File: config.mk
export PLATFORM = sky130hd
export DESIGN_NAME = frame_draw_scheduler
export DESIGN_NICKNAME = d
export VERILOG_FILES = /design/src/rtl/game_pkg.sv /design/src/rtl/sched_timeout_counter.sv /design/src/rtl/frame_draw_scheduler.sv
export SDC_FILE = /design/constraint.sdc
export NUM_CORES = 1
export LEC_CHECK = 0
export ABC_AREA = 1
export CAP_MARGIN = 20
export CORE_MARGIN = 2
export CORE_UTILIZATION = 30
export CTS_CLUSTER_DIAMETER = 200
export DETAILED_ROUTE_END_ITERATION = 8
export REMOVE_ABC_BUFFERS = 1
export SETUP_SLACK_MARGIN = 0.5
export SLEW_MARGIN = 20
export SYNTH_ARGS = -nofsm -noshare
export SYNTH_HDL_FRONTEND = slang
export SYNTH_HIERARCHICAL = 1
export SYNTH_SLANG_ARGS = --single-unit
export TNS_END_PERCENT = 100
File: constraint.sdc
create_clock -name clk -period 3.72 [get_ports clk]
set_input_delay 0.744 -clock clk [delete_from_list [all_inputs] [get_ports clk]]
set_output_delay 0.744 -clock clk [all_outputs]
set_load 0.01 [all_outputs]
File: src/rtl/game_pkg.sv
// game_pkg: shared plotter op encodings and frame scheduler state types
package game_pkg;
  localparam logic [1:0] OP_DRAW  = 2'b00;
  localparam logic [1:0] OP_ERASE = 2'b01;
  localparam logic [1:0] OP_FIRE  = 2'b10;
  typedef enum logic [1:0] {ST_IDLE, ST_SCAN, ST_ISSUE, ST_WAIT} sched_state_t;
  typedef enum logic {PH_ERASE, PH_DRAW} sched_phase_t;
endpackage

File: src/rtl/sched_timeout_counter.sv
// sched_timeout_counter: WAIT watchdog, counts enabled cycles and holds at TIMEOUT
module sched_timeout_counter #(
  parameter int TIMEOUT = 4095
) (
  input  logic clk,
  input  logic reset_n,
  input  logic i_clear,
  input  logic i_enable,
  output logic o_expired
);
  localparam int W = $clog2(TIMEOUT + 1);
  logic [W-1:0] r_cnt;
  assign o_expired = r_cnt == W'(TIMEOUT);
  always_ff @(posedge clk) begin
    if (!reset_n || i_clear) r_cnt <= '0;
    else if (i_enable && !o_expired) r_cnt <= r_cnt + 1'b1;
  end
endmodule

File: src/rtl/frame_draw_scheduler.sv
// frame_draw_scheduler: per-frame erase-then-draw sequencer sharing one pixel plotter
module frame_draw_scheduler
  import game_pkg::*;
#(
  parameter int NUM_CLIENTS = 4,
  parameter int TIMEOUT     = 4095,
  parameter int CNT_W       = 8
) (
  input  logic                   clk,
  input  logic                   reset_n,
  input  logic                   frame_tick,
  input  logic [NUM_CLIENTS-1:0] active,
  input  logic                   plot_done,
  output logic [NUM_CLIENTS-1:0] grant,
  output logic [1:0]             sched_op,
  output logic                   plot_start,
  output logic                   busy,
  output logic                   overrun,
  output logic [CNT_W-1:0]       overrun_cnt,
  output logic                   timeout_err
);
  localparam int IW = NUM_CLIENTS > 1 ? $clog2(NUM_CLIENTS) : 1;
  sched_state_t r_state, w_state_nxt;
  sched_phase_t r_phase;
  logic [IW-1:0] r_idx;
  logic [NUM_CLIENTS-1:0] r_draw_snap, r_erase_snap, r_drawn_mask;
  logic r_overrun, r_timeout_err;
  logic [CNT_W-1:0] r_overrun_cnt;
  logic w_elig, w_last, w_owns, w_adv, w_accept, w_expired;
  assign w_elig   = r_phase == PH_ERASE ? r_erase_snap[r_idx] : r_draw_snap[r_idx];
  assign w_last   = r_idx == IW'(NUM_CLIENTS - 1);
  assign w_owns   = r_state == ST_ISSUE || r_state == ST_WAIT;
  assign w_accept = r_state == ST_IDLE && frame_tick;
  // plot_done wins over a simultaneous expiry; both leave the client
  assign w_adv    = (r_state == ST_SCAN && !w_elig) ||
                    (r_state == ST_WAIT && (plot_done || w_expired));
  assign grant       = w_owns ? NUM_CLIENTS'(1) << r_idx : '0;
  assign sched_op    = w_owns && r_phase == PH_ERASE ? OP_ERASE : OP_DRAW;
  assign plot_start  = r_state == ST_ISSUE;
  assign busy        = r_state != ST_IDLE;
  assign overrun     = r_overrun;
  assign overrun_cnt = r_overrun_cnt;
  assign timeout_err = r_timeout_err;
  sched_timeout_counter #(.TIMEOUT(TIMEOUT)) u_wdog (
    .clk       (clk),
    .reset_n   (reset_n),
    .i_clear   (r_state == ST_ISSUE),
    .i_enable  (r_state == ST_WAIT),
    .o_expired (w_expired)
  );
  always_ff @(posedge clk) begin
    if (!reset_n) r_state <= ST_IDLE;
    else r_state <= w_state_nxt;
  end
  always_comb begin
    w_state_nxt = r_state;
    if (w_accept) w_state_nxt = ST_SCAN;
    else if (w_adv) w_state_nxt = w_last && r_phase == PH_DRAW ? ST_IDLE : ST_SCAN;
    else if (r_state == ST_SCAN) w_state_nxt = ST_ISSUE;
    else if (r_state == ST_ISSUE) w_state_nxt = ST_WAIT;
  end
  always_ff @(posedge clk) begin
    if (!reset_n) begin
      r_phase       <= PH_ERASE;
      r_idx         <= '0;
      r_draw_snap   <= '0;
      r_erase_snap  <= '0;
      r_drawn_mask  <= '0;
      r_overrun     <= 1'b0;
      r_overrun_cnt <= '0;
      r_timeout_err <= 1'b0;
    end else begin
      if (w_accept) begin
        r_draw_snap  <= active;
        r_erase_snap <= r_drawn_mask;
        r_phase      <= PH_ERASE;
        r_idx        <= '0;
      end else if (w_adv) begin
        r_idx <= w_last ? '0 : r_idx + 1'b1;
        if (w_last) r_phase <= PH_DRAW;
      end
      if (r_state == ST_WAIT && plot_done) r_drawn_mask[r_idx] <= r_phase == PH_DRAW;
      if (r_state == ST_WAIT && !plot_done && w_expired) r_timeout_err <= 1'b1;
      r_overrun <= frame_tick && busy;
      if (frame_tick && busy && r_overrun_cnt != '1) r_overrun_cnt <= r_overrun_cnt + 1'b1;
    end
  end
endmodule

* Yosys cells after proc, flatten, opt, wreduce, memory -nomap -nowiden
Index checks and enable logic that the tools add are counted.
** Storage, ports and cells
- Register bits after elaboration :: 39
- Bits in latches :: 0
- Memory bits (writable) :: 0
- Memory bits (read-only) :: 0
- Output and inout port bits :: 18
- Memories :: 0
** Operators by class
- $add $sub $neg :: 3
- Multiply operators :: 0
- Div/mod/pow operators :: 0
- $lt $le $gt $ge :: 2
- Equality and inequality tests :: 6
- Shift operators :: 1
- Muxes and demuxes :: 16
- Bitwise operators :: 2
- Reduce and logical (&&, ||, !) cells :: 26
** Operators with widths (count)
- 12-bit by 1-bit adder with 12-bit output (second input constant) :: 1
- 12-bit equality test (second input constant) :: 1
- 1-bit logical AND :: 12
- 8-bit by 1-bit adder with 8-bit output (second input constant) :: 1
- 2-bit two-way mux :: 4
- 8-bit inequality test (second input constant) :: 1
- 1-bit two-way mux :: 7
- 2-bit equality test (second input constant) :: 3
- 1-bit binary-select mux with 2-bit select :: 2
- 4-bit bitwise mux :: 1
- 1-bit logical NOT :: 4
- 1-bit logical OR :: 4
- 4-bit two-way mux :: 1
- 4-bit nonzero test :: 1
- 1-bit by 2-bit << shifter with 4-bit output (first input constant) :: 1
- 2-bit by 3-bit < comparator with 1-bit output (second input constant) :: 1
- 3-bit nonzero test :: 1
- 2-bit by 1-bit adder with 2-bit output (second input constant) :: 1
- 1-bit demux with 2-bit select :: 1
- 2-bit by 1-bit equality test with 1-bit output (second input constant) :: 1
- 2-bit by 1-bit >= comparator with 1-bit output (second input constant) :: 1
- 2-bit logical NOT :: 1
- 1-bit NOT :: 2
- 2-bit AND reduction :: 1
- 2 further kinds :: 2

* Longest topological paths before layout
Gate-level depths: netlist of the first run.
- Depth after elaboration :: 8
- Mapped depth :: 11

* Cells and area by module
The synthesis of the first run kept the hierarchy.
** By module, submodules not included
- frame_draw_scheduler :: instances 1, cells an instance 181, area each 1312.5 um2, sequential area each 540.5 um2
- sched_timeout_counter :: instances 1, cells an instance 103, area each 689.4 um2, sequential area each 240.2 um2

* Worst setup path before layout of the first run
No wires, ideal clock.
- Path type :: register -> output
- Start point :: reg r_idx[0]
- End point :: out grant[0]
- Arrival time :: 869 ps
- Data required time :: 2976 ps
- Setup slack :: 2107 ps
- Cell stages (with the launch flop) :: 5
- Path buffers :: 0
- Cells stage by stage :: dfxtp_1 -> inv_2 -> ha_1 -> nand2_1 -> inv_1
** Between the ends
- Longest elaborated chain between the ends :: 2
** RTL lines
- start, declared :: RTL line frame_draw_scheduler.sv:25 : logic [IW-1:0] r_idx;
- start signal, assigned :: RTL line frame_draw_scheduler.sv:79 : r_idx <= w_last ? '0 : r_idx + 1'b1;
- 1-bit by 2-bit << shifter with 4-bit output :: RTL line frame_draw_scheduler.sv:37 : assign grant = w_owns ? NUM_CLIENTS'(1) << r_idx : '0;
- 4-bit two-way mux :: RTL line frame_draw_scheduler.sv:37
- end, declared :: RTL line frame_draw_scheduler.sv:14 : output logic [NUM_CLIENTS-1:0] grant,
No other way between the ends.

* Worst setup path after layout of the first run
- Start point :: reg r_idx[0]
- End point :: out grant[3]
The elaborated chain is that of the path after synthesis.

==> metrics.log, run 1 <==
[metrics] grt peak-use layer: met2
[metrics] GRT Total Usage: 12.8%
[metrics] max-slew violation count: 0
[metrics] Die X: 85.7 microns
[metrics] number of buffers inserted for hold repair after clock tree synthesis: 0
[metrics] endpoint required time on the critical path: 2.98 ns
[metrics] Bufs and invs on worst path: 2
[metrics] kind of end point of the critical path: primary output
[metrics] end of the critical path: grant[3]
[metrics] worst flop-to-flop path endpoint: r_idx[1]$_SDFFE_PP0N_
[metrics] largest area contributor in the netlist: dfxtp_1
[metrics] fraction of the cycle the final worst path needs: 67.6%
[metrics] data arrival time at the worst-slack endpoint: 1.77 ns
[metrics] Skew-Pair Late Insertion Delay: 0.29 ns
[metrics] number of global-route vias before repair: 1694
[metrics] count of vias placed by the detailed router: 1817
[metrics] TNS Setup: 0 ns
[metrics] number of hold violations in the final report: 0
[metrics] Worst setup SP type: flop
[metrics] #FFs+latches synth: 39
[metrics] non-filler cells, final: 386
[metrics] number of design rule violations left after detail routing: 0
[metrics] number of top-level pins: 26
[metrics] clock transition at the registers of the reported paths: 0.07 ns
[metrics] global-route wire length before repair: 7560 microns
[metrics] most area-consuming cells after synthesis: dfxtp_1 (39%), nand2_1 (11%), nor2_1 (9.9%)
[metrics] M1 GR Usage: 16.6%
[metrics] Pre-antenna DRT Iters: 4
[metrics] die height: 85.7 microns
[metrics] yosys synthesis warning count: 6
[metrics] status: completed
[metrics] slowest cell on the critical path: clkdlybuf4s50_1
[metrics] post-layout min period: 2.52 ns
[metrics] number of nets in the finished design: 323
[metrics] Clock H-tree levels: 2
[metrics] final routed wirelength across all metal layers: 4330 microns
[metrics] half-perimeter wire length of the detailed placement result: 3120 microns
[metrics] number of standard cells after synthesis: 284
[metrics] PD cells: 392 mW/mm^2
[metrics] DRC violation total after the first TritonRoute iteration: 56
[metrics] stages on the worst setup path: 4
[metrics] worst-case reg-to-reg path depth: 7
[metrics] skew final: 0.00995 ns
[metrics] Hold/Removal Path Class: reg -> reg
[metrics] global route overflow: 0
[metrics] average via count per standard cell: 4.71
[metrics] final instance area: 0.00239 sq mm
[metrics] Avg WL per Cell: 11.2 microns
[metrics] Num Clock Sinks: 39
[metrics] initial antenna violation count: 0
[metrics] core outline area: 0.00639 sq mm
[metrics] launching element of the worst setup path: r_idx[0]$_SDFFE_PP0N_
[metrics] Largest delay share family, worst path: buffers and inverters
[metrics] die area: 0.00734 sq mm
[metrics] summed instance area of the synthesized netlist: 0.00200 sq mm
[metrics] critical path class: reg -> out
[metrics] number of instances in the placed design: 379
[metrics] leakage power summed over all cells: 0.947 nW
[metrics] # diodes: 0
[metrics] antenna violation net count after detailed routing: 0
[metrics] met2 Usage GRT: 20.4%
[metrics] Seq/Total Area, Yosys: 39.0%
[metrics] root buffer cell: clkbuf_8
[metrics] Avg Cell Area, Syn: 7.05 sq um
[metrics] FF-to-FF setup slack: 1.94 ns
[metrics] effective utilization at floorplan: 31.3%
[metrics] count of filler cells inserted in the layout: 674
[metrics] delay of the slowest cell on the worst path: 0.52 ns
[metrics] area share of the leading cell type in the synthesized netlist: 39.0%
[metrics] PostCTS Resize Cnt: 0
[metrics] maximum clock path buffer count: 2
[metrics] worst-path cell chain: ha_1 > nand2_1 > inv_1 > clkdlybuf4s50_1
[metrics] Cell variety after synth: 33
[metrics] EDFF count, synth: 0
[metrics] worst vdd rail ir drop: 0.147 mV
[metrics] reported max-cap violation count: 0
[metrics] CTS tree: built
[metrics] unrepaired setup endpoints after global routing: no
[metrics] growth of design area from synthesis to finish: 19.5%
[metrics] Cell Rows: 29
[metrics] biggest fanout along the worst timing path: 9
[metrics] area of placed instances: 0.00230 sq mm
[metrics] number of post-CTS setup repair buffers: 0
[metrics] global-route track usage on met3: 2.98%
[metrics] share of layout cells above drive strength 1: 9.06%
[metrics] share of flip-flops with an asynchronous set or reset: 0%
[metrics] routability congestion estimate from global placement: 0.778
[metrics] launching point of the worst reg2reg path: r_state[1]$_SDFFE_PP0P_
[metrics] number of setup violations in the final report: 0
[metrics] Port Buffers: 24
[metrics] clock buffers created by TritonCTS: 5
[metrics] maximum number of pins on one net before global-route repair: 16
[metrics] Max Clock Freq: 397 MHz
[metrics] final-layout worst hold slack: 0.487 ns
[metrics] Synth Flop Type: dfxtp_1
## flip-flops by register name, summed over array words and instances, names as in the netlist
register,count
r_draw_snap,4
u_wdog/r_cnt,12
r_erase_snap,4
r_drawn_mask,4
r_state,2
timeout_err,1
r_idx,2
overrun_cnt,8
overrun,1
r_phase,1
## per-stage QoR
stage	total power [mW]	utilization [%]	setup WS [ns]
global placement	0.656	36.1	1.45
finish	0.937	37.5	1.20
detailed placement	0.658	36.1	1.38
CTS	0.951	37.5	1.18
floorplan	0.585	-	2.10
global route	1.00	37.5	1.05
## where the power goes
| group | switching (mW) | total (mW) | internal (mW) |
|---|---|---|---|
| logic | 0.106 | 0.179 | 0.0728 |
| registers | 0.0263 | 0.469 | 0.442 |
| clock network | 0.144 | 0.290 | 0.146 |
| total | 0.276 | 0.937 | 0.660 |
## layout make-up
class / instances / area, sq um / area share [%]
multi-input cells: 206 / 1060 / 44.2
well taps: 77 / 96.3 / 4.03
clock inverters: 1 / 5.00 / 0.209
inverters: 32 / 123 / 5.13
clock buffers: 6 / 82.6 / 3.45
repair buffers: 25 / 248 / 10.4
flip-flops and latches: 39 / 781 / 32.6
## Yosys cell counts, drive strengths merged (2+ instances only)
cell type  instances
nor3               5
nand3b             3
inv               32
nor2              60
dfxtp             39
xnor2              2
nand3             26
o21ai             17
nand2             57
ha                 6
a311oi             4
buf                6
a21oi             18
nand4              2
## cells by family (layout without fill, tap and decap cells)
group	Yosys count	in the layout	share of synthesized area, %
and+or+nand+nor	155	155	35.4
AOI/OAI and AO/OA	41	41	12.1
DFF	39	39	39.0
buffers and inverters	39	64	8.19
adders and majority gates	6	6	3.75
xor gates and xnor gates	3	3	1.31
other	1	1	0.187
## how the worst min path moves through the flow
stage | startpoint | to | slack [ns] | depth (start not counted)
6_report | u_wdog/r_cnt[5]$_SDFFE_PP0P_ | u_wdog/r_cnt[5]$_SDFFE_PP0P_ | 0.49 | 2
5_1_grt | u_wdog/r_cnt[5]$_SDFFE_PP0P_ | u_wdog/r_cnt[5]$_SDFFE_PP0P_ | 0.51 | 2
4_1_cts | u_wdog/r_cnt[5]$_SDFFE_PP0P_ | u_wdog/r_cnt[5]$_SDFFE_PP0P_ | 0.49 | 2
3_5_place_dp | r_drawn_mask[2]$_SDFFE_PN0P_ | r_erase_snap[2]$_SDFFE_PN0P_ | 0.47 | 2
3_3_place_gp | u_wdog/r_cnt[6]$_SDFFE_PP0P_ | u_wdog/r_cnt[6]$_SDFFE_PP0P_ | 0.47 | 2
2_1_floorplan | u_wdog/r_cnt[6]$_SDFFE_PP0P_ | u_wdog/r_cnt[6]$_SDFFE_PP0P_ | 0.45 | 2
## cell usage in the layout (no fill, tap or decap), types with 3 or more instances in the layout
master           instances
a21oi_1                 16
a311oi_1                 4
clkbuf_8                 6
clkdlybuf4s50_1         24
dfxtp_1                 39
ha_1                     6
inv_1                   28
inv_2                    3
nand2_1                 57
nand3_1                 22
nand3_2                  3
nor2_1                  53
nor2_2                   5
nor3_1                   5
o21ai_0                 16
## per-layer routing
| metal | wire length, microns | part of all wire [%] | vias to the layer above |
|---|---|---|---|
| li1 | - | - | 967 |
| met1 | 2170 | 50 | 809 |
| met2 | 1900 | 44 | 32 |
| met3 | 154 | 3.6 | 9 |
| met4 | 103 | 2.4 | 0 |
| met5 | 0 | 0 | - |
## worst reg2reg max path, delay by kind of cell, from the launching register on
family          cells  cell delay (ns)
compound gates      1             0.22
buf+inv             2             0.43
flops               1             0.55
simple gates        4             0.49
(Power assumes the default switching activity.)
==> run 2, diff against run 1 <==
- clock period: 3.72 -> 2.4 ns (I/O delays scaled with it)
==> metrics.log, run 2 (synthesis gave the netlist of run 1 again) <==
[metrics] status: completed
[metrics] Num Clock Sinks: 39 (unchanged)
[metrics] worst-path cell chain: ha_4 > nand2_1 > inv_1 > clkdlybuf4s50_1
[metrics] CTS tree: built
[metrics] number of design rule violations left after detail routing: 0 (unchanged)
[metrics] total net switching power: 0.453 mW (+64%)
[metrics] Die X: 85.7 microns (unchanged)
[metrics] Max Clock Freq: 501 MHz
[metrics] M1 GR Usage: 16.9% (+0.32 points)
[metrics] count of filler cells inserted in the layout: 672 (-0.30%)
[metrics] Port Buffers: 24 (unchanged)
[metrics] setup slack after placement: 0.462 ns (-0.921 ns)
[metrics] Clock H-tree levels: 2 (unchanged)
[metrics] number of flip-flops under the largest register name: 12 (unchanged)
[metrics] kind of end point of the critical path: primary output
[metrics] count of vias placed by the detailed router: 1818 (+0.055%)
[metrics] root buffer cell: clkbuf_8
[metrics] critical path class: reg -> out
[metrics] effective utilization at floorplan: 31.3% (unchanged)
[metrics] biggest fanout along the worst timing path: 9 (unchanged)
[metrics] clock share of power: 39.6% (+8.7 points)
[metrics] stages on the worst setup path: 4 (unchanged)
[metrics] die area: 0.00734 sq mm (unchanged)
[metrics] Sw Ratio: 27.2% (-2.4 points)
[metrics] maximum number of pins on one net before global-route repair: 16 (unchanged)
[metrics] PD cells: 668 mW/mm^2 (+71%)
[metrics] data arrival time at the worst-slack endpoint: 1.52 ns (-0.25 ns)
[metrics] clock buffers created by TritonCTS: 5 (unchanged)
[metrics] TNS Setup: 0 ns (unchanged)
[metrics] Skew-Pair Late Insertion Delay: 0.29 ns (about the same)
[metrics] DRC violation total after the first TritonRoute iteration: 84 (+50%)
[metrics] sequential cell area: 795 sq um (+1.8%)
[metrics] number of buffers inserted for hold repair after clock tree synthesis: 0 (unchanged)
[metrics] Pre-antenna DRT Iters: 4 (unchanged)
[metrics] number of global-route vias before repair: 1686 (-0.47%)
[metrics] met2 Usage GRT: 20.4% (unchanged)
[metrics] initial antenna violation count: 0 (unchanged)
[metrics] share of layout cells above drive strength 1: 13.4% (+4.4 points)
[metrics] sequential fraction of design power: 44.1% (-5.9 points)
[metrics] clock transition at the registers of the reported paths: 0.08 ns (about the same)
[metrics] Setup WS post-layout: 0.404 ns (-0.800 ns)
[metrics] final routed wirelength across all metal layers: 4340 microns (+0.25%)
[metrics] most common cell after layout, fill and taps aside: nand2_1
[metrics] leakage power summed over all cells: 1.02 nW (+8.0%)
[metrics] die height: 85.7 microns (unchanged)
[metrics] core outline area: 0.00639 sq mm (unchanged)
[metrics] growth of design area from synthesis to finish: 24.8%
[metrics] unrepaired setup endpoints after global routing: yes
[metrics] half-perimeter wire length of the detailed placement result: 3140 microns (+0.51%)
[metrics] cell depth of the worst hold path: 2 (unchanged)
[metrics] delay of the slowest cell on the worst path: 0.52 ns (about the same)
[metrics] fraction of the cycle the final worst path needs: 83.2%
[metrics] global-route track usage on met3: 3.66% (+0.67 points)
[metrics] most frequent cells in the layout: nand2_1 (57), nor2_1 (53), dfxtp_1 (34), inv_1 (27), nand3_1 (22)
[metrics] # diodes: 0 (unchanged)
[metrics] footprint of the multi-input gates: 0.00108 sq mm (+1.9%)
[metrics] Cell Rows: 29 (unchanged)
[metrics] number of top-level pins: 26 (unchanged)
[metrics] overall power: 1.67 mW (+78%)
[metrics] post-layout min period: 2.00 ns
[metrics] average via count per standard cell: 4.66 (-0.97%)
[metrics] reported max-cap violation count: 0 (unchanged)
[metrics] endpoint required time on the critical path: 1.92 ns (-1.06 ns)
[metrics] Hold/Removal Path Class: reg -> reg
[metrics] number of hold violations in the final report: 0 (unchanged)
[metrics] max-slew violation count: 0 (unchanged)
[metrics] largest register by flop count: u_wdog/r_cnt
[metrics] cell internal power dissipation: 1.22 mW (+84%)
[metrics] slowest cell on the critical path: clkdlybuf4s50_1
[metrics] global-route wire length before repair: 7770 microns (+2.7%)
[metrics] Worst setup SP type: flop
[metrics] routability congestion estimate from global placement: 0.819 (+5.2%)
[metrics] Avg WL per Cell: 11.1 microns (-0.77%)
[metrics] Bufs and invs on worst path: 2 (unchanged)
[metrics] worst vdd rail ir drop: 0.230 mV (+56%)
[metrics] Largest delay share family, worst path: buffers and inverters
[metrics] number of nets in the finished design: 326 (+0.93%)
[metrics] skew final: 0.00646 ns (-0.00349 ns)
[metrics] number of setup violations in the final report: 0 (unchanged)
[metrics] FF-to-FF setup slack: 0.79 ns (-1.15 ns)
[metrics] GRT Total Usage: 13.0% (+0.20 points)
[metrics] antenna violation net count after detailed routing: 0 (unchanged)
[metrics] maximum clock path buffer count: 2 (unchanged)
[metrics] worst-case reg-to-reg path depth: 9 (+2)
[metrics] grt peak-use layer: met2
[metrics] part of the power in combinational logic: 16.4% (-2.7 points)
[metrics] global route overflow: 0 (unchanged)
[run 2: cell types whose count changed in the layout (fill, tap and decap cells not counted), sizes merged]
cell	previous run	this run
clkdlybuf4s50	24	18
dlygate4sd2	0	4
buf	1	4
bufinv	0	2
dlymetal6s2s	0	2
clkbuf	6	5
clkinv	1	0
clkinvlp	0	1
[run 2: stage by stage]
stage          std cells  utilization, %  hold slack, ns  instance area [sq um]
3_3_place_gp         381            36.3           0.471                   2320
5_1_grt              390            39.1           0.505                   2500
6_report             390            39.1           0.492                   2500
2_1_floorplan        277               -           0.451                   1960
3_5_place_dp         381            36.3           0.472                   2320
4_1_cts              389            38.7           0.491                   2470
[run 2: timing repair]
item / CTS / global route
hold endpoints to repair: 0 / 0
gates resized for setup: 14 / 7
setup endpoints to repair: 7 / 8
buffers inserted: 0 / 1
pin swaps: 0 / 2
[run 2: metal layers]
layer	vias to the layer above	share of wire (%)	wire, microns
met1	814	51	2220
met5	-	0	0
met2	24	43	1870
met3	5	4.0	175
met4	0	1.7	72
li1	975	-	-
[run 2: layout make-up]
type / instances / area share, %
flip-flops and latches: 39 / 31.8
multi-input cells: 206 / 43.1
well taps: 77 / 3.86
clock inverters: 3 / 2.71
repair buffers: 28 / 10.8
inverters: 32 / 4.91
clock buffers: 5 / 2.76
[run 2: tightest hold or removal path: cells and delay by family (launching register included)]
| kind | cells | cell delay [ns] |
|---|---|---|
| flops | 1 | 0.34 |
| buf+inv | 1 | 0.06 |
| compound gates | 1 | 0.05 |
[run 2: power groups by stage]
stage	sequential [mW]	combinational (mW)	clock, mW
after floorplan	0.733	0.174	0
after global placement	0.742	0.277	0
after detailed placement	0.742	0.281	0
after CTS	0.731	0.277	0.681
after global routing	0.742	0.311	0.709
final	0.735	0.273	0.660
[run 2: worst paths after layout]
check	to	from
min reg2reg	u_wdog/r_cnt[6]$_SDFFE_PP0P_	u_wdog/r_cnt[6]$_SDFFE_PP0P_
min	u_wdog/r_cnt[6]$_SDFFE_PP0P_	u_wdog/r_cnt[6]$_SDFFE_PP0P_
max	grant[3]	r_idx[0]$_SDFFE_PP0N_
max reg2reg	r_idx[0]$_SDFFE_PP0N_	u_wdog/r_cnt[0]$_SDFFE_PP0P_
